`config.mk`:
```
export PLATFORM = sky130hd
export DESIGN_NAME = ram_arbiter
export DESIGN_NICKNAME = d
export VERILOG_FILES = /design/src/rtl/ram_arb_pkg.sv /design/src/rtl/ram_arbiter_rr_select2.sv /design/src/rtl/ram_arbiter.sv
export SDC_FILE = /design/constraint.sdc
export NUM_CORES = 1
export LEC_CHECK = 0
export BUFFER_PORTS_ARGS = -buffer_cell sky130_fd_sc_hd__buf_2
export CAP_MARGIN = 5
export CORE_MARGIN = 1
export CORE_UTILIZATION = 35
export DETAILED_ROUTE_END_ITERATION = 16
export PLACE_DENSITY_LB_ADDON = 0.3
export SYNTH_ARGS = -nofsm -noshare
export SYNTH_HDL_FRONTEND = slang
export SYNTH_SLANG_ARGS = --single-unit
```
`constraint.sdc`:
```
create_clock -name i_clk -period 3.23 [get_ports i_clk]
set_clock_uncertainty 0.2 [all_clocks]
set_input_delay 0.4845 -clock i_clk [delete_from_list [all_inputs] [get_ports i_clk]]
set_output_delay 0.4845 -clock i_clk [all_outputs]
set_load 0.01 [all_outputs]
```
`src/rtl/ram_arb_pkg.sv`:
```
// Shared types and constants for the RAM arbiter: FSM states, requester ids,
// access counter width and the protected-address compare helper.
package ram_arb_pkg;

    localparam int ADDR_W = 8;
    localparam int DATA_W = 8;
    localparam int CNT_W  = 3;

    localparam logic [CNT_W-1:0] CNT_ZERO = {CNT_W{1'b0}};
    localparam logic [CNT_W-1:0] CNT_ONE  = {{(CNT_W-1){1'b0}}, 1'b1};

    typedef enum logic [1:0] {
        IDLE   = 2'd0,
        ACCESS = 2'd1,
        DONE   = 2'd2
    } state_e;

    typedef enum logic {
        CPU = 1'b0,
        LDR = 1'b1
    } req_id_e;

    function automatic logic in_protected(input logic [ADDR_W-1:0] addr,
                                          input logic [ADDR_W-1:0] base);
        return (addr >= base);
    endfunction

endpackage

```
`src/rtl/ram_arbiter_rr_select2.sv`:
```
// Two-way round-robin pick: a lone requester wins, a tie goes to the one not
// served last.
module rr_select2
    import ram_arb_pkg::*;
(
    input  logic    cpu_req,
    input  logic    ldr_req,
    input  req_id_e last_served,
    output req_id_e grant
);

    // Tie-break favours whichever requester did not get the previous access.
    always_comb begin
        grant = CPU;
        if (cpu_req && ldr_req) begin
            grant = (last_served == CPU) ? LDR : CPU;
        end else if (ldr_req) begin
            grant = LDR;
        end else begin
            grant = CPU;
        end
    end

endmodule

```
`src/rtl/ram_arbiter.sv`:
```
// RAM arbiter: shares one single-ported RAM between a CPU and a loader.
// Optional CPU write protection at/above PROTECT_BASE via RAM_ARB_WRITE_PROTECT_EN.
module ram_arbiter
    import ram_arb_pkg::*;
#(
    parameter int unsigned       WAIT_CYCLES  = 1,
    parameter logic [ADDR_W-1:0] PROTECT_BASE = 8'hF0
) (
    input  logic              i_clk,
    input  logic              i_reset,
    input  logic              i_cpuReq,
    input  logic              i_cpuWrite,
    input  logic [ADDR_W-1:0] i_cpuAddr,
    input  logic [DATA_W-1:0] i_cpuData,
    output logic              o_cpuStall,
    output logic              o_cpuValid,
    output logic [DATA_W-1:0] o_cpuRdData,
    input  logic              i_ldrReq,
    input  logic              i_ldrWrite,
    input  logic [ADDR_W-1:0] i_ldrAddr,
    input  logic [DATA_W-1:0] i_ldrData,
    output logic              o_ldrValid,
    output logic [DATA_W-1:0] o_ldrRdData,
    output logic [ADDR_W-1:0] o_ramAddr,
    output logic [DATA_W-1:0] o_ramWrData,
    output logic              o_ramWe,
    output logic              o_ramOe,
    input  logic [DATA_W-1:0] i_ramRdData,
    output logic              o_cpuFault
);

    state_e            state;
    state_e            state_next;
    logic [CNT_W-1:0]  cnt;
    req_id_e           last_served;
    req_id_e           grant_pick;
    req_id_e           owner;
    logic              lat_write;
    logic              take_grant;
    logic              access_last;
    logic              sel_write;
    logic [ADDR_W-1:0] sel_addr;
    logic [DATA_W-1:0] sel_data;
    logic              block_write;

    rr_select2 u_rr_select2 (
        .cpu_req     (i_cpuReq),
        .ldr_req     (i_ldrReq),
        .last_served (last_served),
        .grant       (grant_pick)
    );

    // Request fields of whichever requester the tie-break picked.
    always_comb begin
        sel_write = i_cpuWrite;
        sel_addr  = i_cpuAddr;
        sel_data  = i_cpuData;
        if (grant_pick == LDR) begin
            sel_write = i_ldrWrite;
            sel_addr  = i_ldrAddr;
            sel_data  = i_ldrData;
        end else begin
            sel_write = i_cpuWrite;
            sel_addr  = i_cpuAddr;
            sel_data  = i_cpuData;
        end
    end

    // Next-state logic; DONE never grants, so back-to-back accesses wait one IDLE cycle.
    always_comb begin
        state_next  = state;
        take_grant  = 1'b0;
        access_last = 1'b0;
        case (state)
            IDLE: begin
                if (i_cpuReq || i_ldrReq) begin
                    take_grant = 1'b1;
                    state_next = ACCESS;
                end else begin
                    state_next = IDLE;
                end
            end
            ACCESS: begin
                if (cnt == CNT_ZERO) begin
                    access_last = 1'b1;
                    state_next  = DONE;
                end else begin
                    state_next = ACCESS;
                end
            end
            DONE:    state_next = IDLE;
            default: state_next = IDLE;
        endcase
    end

    // FSM state register.
    always_ff @(posedge i_clk) begin
        if (i_reset) begin
            state <= IDLE;
        end else begin
            state <= state_next;
        end
    end

    // Latch the granted request, drive the RAM strobes, capture reads and pulse Valid.
    always_ff @(posedge i_clk) begin
        if (i_reset) begin
            cnt         <= CNT_ZERO;
            last_served <= CPU;
            owner       <= CPU;
            lat_write   <= 1'b0;
            o_ramAddr   <= {ADDR_W{1'b0}};
            o_ramWrData <= {DATA_W{1'b0}};
            o_ramWe     <= 1'b0;
            o_ramOe     <= 1'b0;
            o_cpuValid  <= 1'b0;
            o_ldrValid  <= 1'b0;
            o_cpuRdData <= {DATA_W{1'b0}};
            o_ldrRdData <= {DATA_W{1'b0}};
        end else begin
            o_cpuValid <= 1'b0;
            o_ldrValid <= 1'b0;
            if (take_grant) begin
                owner       <= grant_pick;
                last_served <= grant_pick;
                lat_write   <= sel_write;
                o_ramAddr   <= sel_addr;
                o_ramWrData <= sel_data;
                o_ramWe     <= sel_write & ~block_write;
                o_ramOe     <= ~sel_write;
                cnt         <= CNT_W'(WAIT_CYCLES);
            end else if (access_last) begin
                o_ramWe <= 1'b0;
                o_ramOe <= 1'b0;
                if (owner == CPU) begin
                    o_cpuValid <= 1'b1;
                    if (!lat_write) begin
                        o_cpuRdData <= i_ramRdData;
                    end
                end else begin
                    o_ldrValid <= 1'b1;
                    if (!lat_write) begin
                        o_ldrRdData <= i_ramRdData;
                    end
                end
            end else if (state == ACCESS) begin
                cnt <= cnt - CNT_ONE;
            end
        end
    end

    assign o_cpuStall = i_cpuReq & ~o_cpuValid;

`ifdef RAM_ARB_WRITE_PROTECT_EN
    logic cpu_fault;

    assign block_write = (grant_pick == CPU) && sel_write && in_protected(sel_addr, PROTECT_BASE);

    // Sticky fault: set by any blocked CPU write, cleared only by reset.
    always_ff @(posedge i_clk) begin
        if (i_reset) begin
            cpu_fault <= 1'b0;
        end else if (take_grant && block_write) begin
            cpu_fault <= 1'b1;
        end else begin
            cpu_fault <= cpu_fault;
        end
    end

    assign o_cpuFault = cpu_fault;
`else
    logic [ADDR_W-1:0] unused_protect_base;

    assign unused_protect_base = PROTECT_BASE;
    assign block_write         = 1'b0;
    assign o_cpuFault          = 1'b0;
`endif

endmodule

```
### Word-level counts from Yosys, hierarchy flattened

Index checks and enable logic that the tools add are counted.

* input bits: 46
* bits in registers: 43
* output and inout port bits: 38

* add/sub/neg operators: 1
* multiplexer cells: 20
* reduce and logical (&&, ||, !) cells: 12
* eq/ne operators: 2
* bitwise logic cells: 7

Operator list (number)
* $mux W1: 16
* $mux W8: 2
* $reduce_and A4 Y1: 2
* $not A1 Y1: 6
* $pmux W2 S2: 1
* $reduce_and A2 Y1: 2
* $reduce_bool A2 Y1: 2
* $logic_not A3 Y1: 1
* $reduce_or A3 Y1: 1
* $sub A3 B1 Y3 const B: 1
* $eq A2 B1 Y1 const B: 1
* $logic_not A2 Y1: 1
* $mux W2: 1
* $ne A2 B2 Y1 const B: 1
* $reduce_or A2 Y1: 1
* $and A1 B1 Y1: 1
* $logic_and A1 B1 Y1: 1
* $logic_or A1 B1 Y1: 1

### Logic depth before layout (Yosys ltp)

* depth in word-level cells: 5
* mapped depth: 6
* depth with buffers taken out: 5

### By module

From an unflattened synthesis, not the netlist that was laid out.

* cell total of the unflattened synthesis: 193
* area, all modules: 1939.4 um^2

By module, submodules not included
* ram_arbiter: cells an instance 192, area each 1928.1 um^2, times used 1
* rr_select2: cells an instance 1, area each 11.3 um^2, times used 1

### Worst setup path after synthesis

Ideal clock, no wire load.

* path kind: in2reg
* from: in i_ldrReq
* to: reg o_ramAddr[0]
* path slack: 1538 ps
* data required time: 2960 ps
* setup time: 70 ps
* buffers on the path: 2
* arrival: 1422 ps
* cell stages on the path: 5
* cells stage by stage: or2_1 > clkbuf_1 > a21oi_2 > buf_4 > o2bb2ai_1

* word-level cells in the longest chain between the ends: 3
* elaborated cells between the ends (all ways): 7

RTL lines
* from (decl): RTL line ram_arbiter.sv:18 `input logic i_ldrReq,`
* $mux W1, or another cell as far along: RTL line ram_arbiter_rr_select2.sv:17 `end else if (ldr_req) begin`
* $mux W1 (on tied branches): RTL line ram_arbiter_rr_select2.sv:15, ram_arbiter.sv:76
* $mux W8 / $mux W1 (equally long branches): RTL line ram_arbiter.sv:58, ram_arbiter.sv:74
* to (signal assigned): RTL line ram_arbiter.sv:112 `o_ramAddr <= {ADDR_W{1'b0}};`
* to (signal assigned): RTL line ram_arbiter.sv:127 `o_ramAddr <= sel_addr;`
* to (decl): RTL line ram_arbiter.sv:24 `output logic [ADDR_W-1:0] o_ramAddr,`

Several ways; a longest one is shown, not always the timed one.
A chain may end at the register's enable or synchronous reset.

### Final worst setup path

* from: reg state[0]
* to: reg o_ramOe

* word-level cells in the longest chain between the ends: 3
* elaborated cells between the ends (all ways): 6

RTL lines
* from (decl): RTL line ram_arbiter.sv:32 `state_e state;`
* from (signal assigned): RTL line ram_arbiter.sv:101 `state <= state_next;`
* $eq A2 B1 Y1 / $logic_not A2 Y1 (equally long branches): RTL line ram_arbiter.sv:74 `case (state)`
* $mux W1: RTL line ram_arbiter.sv:74
* $reduce_bool A2 Y1 (no line) / $mux W1 (equally long branches)
* to (signal assigned): RTL line ram_arbiter.sv:130 `o_ramOe <= ~sel_write;`
* to (decl): RTL line ram_arbiter.sv:27 `output logic o_ramOe,`

Several ways; a longest one is shown, not always the timed one.

==> flow_metrics.tcl <==
set metrics [dict create \
    initial_core_util_pct 37.2 \
    ctsResizeCount 0 \
    rrSetupSlack_ns 1.33 \
    gp_congestion 0.729 \
    synth_seq_area_share_pct 47.7 \
    min_path_type "reg -> reg" \
    syn_nets 225 \
    fillers 475 \
    grt.met1_usage_pct 18.7 \
    fin_crit_sh_pct 58.8 \
    first_pass_iters 4 \
    synth_cell_types 34 \
    grt_use_met2_pct 24.4 \
    vias_per_cell 4.53 \
    start_kind "flip-flop" \
    worstMarginPinSlew_ns 0.804 \
    cp-end-kind "flip-flop" \
    placed_cell_area_mm2 0.00226 \
    critical_path_arrival_ns 1.93 \
    syn_to_final_growth_pct 30.6 \
    num_antenna_cells 0 \
    grt-ovfl-total 0 \
    status "finished, final reports clean" \
    hold_depth 2 \
    timing.rr.end "o_ramOe" \
    cts_setup_buffers 0 \
    cts_hold_buf 0 \
    clk_latency_ns 0.28 \
    critical_path_required_ns 3.26 \
    mostFrequentLayoutCells "82 x buf_2, 43 x dfxtp_1, 32 x mux2i_1" \
    min_period_ns 1.90 \
    post-dp-hpwl_um 2800 \
    ios 84 \
    grt_max_degree 28 \
    yosys_warnings 0 \
    r2r_start "state[0]" \
    ant_nets 0 \
    row_count 25 \
    synthArstFlopShare_pct 0 \
    post_drt_wl_per_cell_um 11.7 \
    grt_use_met3_pct 3.57 \
    p_total_mw 1.22 \
    finalSetupTns_ns 0 \
    ys_ff_latch 43 \
    cts_root_buffer "clkbuf_8" \
    wl_um 3810 \
    pre_cts_slack_ns 1.14 \
    cts_max_level 2 \
    routed-via-count 1472 \
    setup.worst_path.class "reg -> reg" \
    max_freq_ghz 0.526 \
    synth_cells 177 \
    drt_iter0_drc 28 \
    coreArea_mm2 0.00485 \
    power.leakage_nw 1.14 \
    grt_pass1_vias 1397 \
    hp-start "o_cpuRdData[4]" \
    fin_util_pct 48.6 \
    path_max_fanout 18 \
    die_h_um 73.8 \
    drc 0 \
    cap_violations 0 \
    synthesis.area_mm2 0.00181 \
    grt-busiest-layer "met2" \
    die_area_mm2 0.00545 \
    grt_pass1_wl_um 6180 \
    cts_tree "done" \
    finalHoldViolCount 0 \
    grt_antenna_before_repair 0 \
    dieWidth_um 73.8 \
    cts_sinks 43 \
    ir_drop_mv 0.186 \
    clkTransAtPathRegs_ns 0.08 \
    rr_worst_depth 3 \
    slew_violations 0 \
    worstHoldEndpoint "o_cpuRdData[4]" \
    setup_viol 0 \
    worst_slack_ns 1.33 \
    ctsLongestPathBuffers 2 \
    synth-edff-count 0 \
    relSlewSlack_pct 46.4 \
    portBuffers 82 \
    post_synth.cell_area_avg_um2 10.2 \
    layout_commonest_cell "buf_2" \
    grt_util_all_layers_pct 15.0 \
    fin_area_mm2 0.00236 \
    nNetsFinal 305 \
    rsz0062_at_grt "false" \
    numCtsBuffers 5 \
    drive_gt1_share_pct 37.2 \
    synth_flop_cell "dfxtp_1" \
    pwr_density_cell_mw_per_mm2 516 \
]
## layer usage
metal,wire length (um),up-vias
met1,1900,625
met5,0,-
li1,-,781
met2,1650,59
met4,64,0
met3,193,7
## cells by family (layout without fill, tap and decap cells)
logic type / Yosys count / in the layout / synth area share [%]
flip-flops: 43 / 43 / 47.7
multiplexers: 32 / 32 / 17.7
buffers and inverters: 15 / 96 / 4.23
AO/OA/AOI/OAI: 30 / 30 / 13.0
XOR/XNOR: 1 / 1 / 0.485
other: 1 / 1 / 0.208
AND/OR/NAND/NOR: 53 / 53 / 15.3
adder cells (fa/ha/maj): 2 / 2 / 1.39
## per-stage QoR
step,instances,hold slack (ns)
5_1_grt,325,0.257
3_5_place_dp,317,0.243
4_1_cts,325,0.244
2_1_floorplan,177,0.254
6_report,325,0.255
3_3_place_gp,317,0.241
## worst max-delay path: stages (launching register included)
cell and delay [ns]:
dfxtp_1 0.52, nor2_1 0.18, a21oi_2 0.68, a32o_1 0.27
## synth_stat cells, drive strengths merged (2+ instances only)
cell     number  area share [%]
nor3          5             1.4
or2           2            0.69
nor2          3            0.62
nor2b         4             1.4
buf           9             3.0
o2bb2ai      16             7.8
or3           3             1.0
a32o          2             1.1
a21oi         4             1.3
nand3         2            0.55
mux2i        32              18
nand2        27             5.6
dfxtp        43              48
nand2b        2            0.69
o21ai         4             1.1
ha            2             1.4
clkbuf        2            0.42
inv           3            0.62
## power by group
group          internal (mW)  switching (mW)
combinational          0.112           0.127
sequential             0.578          0.0322
clock                  0.195           0.172
total                  0.884           0.331
## area by class of cell
| type | instances | area (um^2) | area share (%) |
|---|---|---|---|
| sequential | 43 | 861 | 36.5 |
| inverter | 4 | 15.0 | 0.637 |
| tap | 67 | 83.8 | 3.56 |
| multi-input combinational | 119 | 872 | 37.0 |
| timing repair buffer | 84 | 425 | 18.0 |
| clock buffer | 8 | 100 | 4.25 |
## flip-flops by register name (all words and copies together), names as in the netlist
signal and flops:
cnt 3, o_ramOe 1, o_cpuRdData 8, owner 1, lat_write 1, o_ramWrData 8, o_ramWe 1, state 2
o_ldrRdData 8, o_ramAddr 8, o_cpuValid 1, o_ldrValid 1
## worst max path at each step
| stage | startpoint | endpoint | slack, ns | depth (start not counted) |
|---|---|---|---|---|
| 2_1_floorplan | i_ldrReq | o_ramAddr[0] | 1.54 | 5 |
| 3_3_place_gp | i_ldrReq | o_ramOe | 1.17 | 4 |
| 4_1_cts | state[0] | o_ramOe | 1.31 | 3 |
| 5_1_grt | state[0] | o_ramOe | 1.23 | 3 |
| 3_5_place_dp | i_ldrReq | o_ramOe | 1.14 | 4 |
| 6_report | state[0] | o_ramOe | 1.33 | 3 |
(Power assumes the default switching activity.)
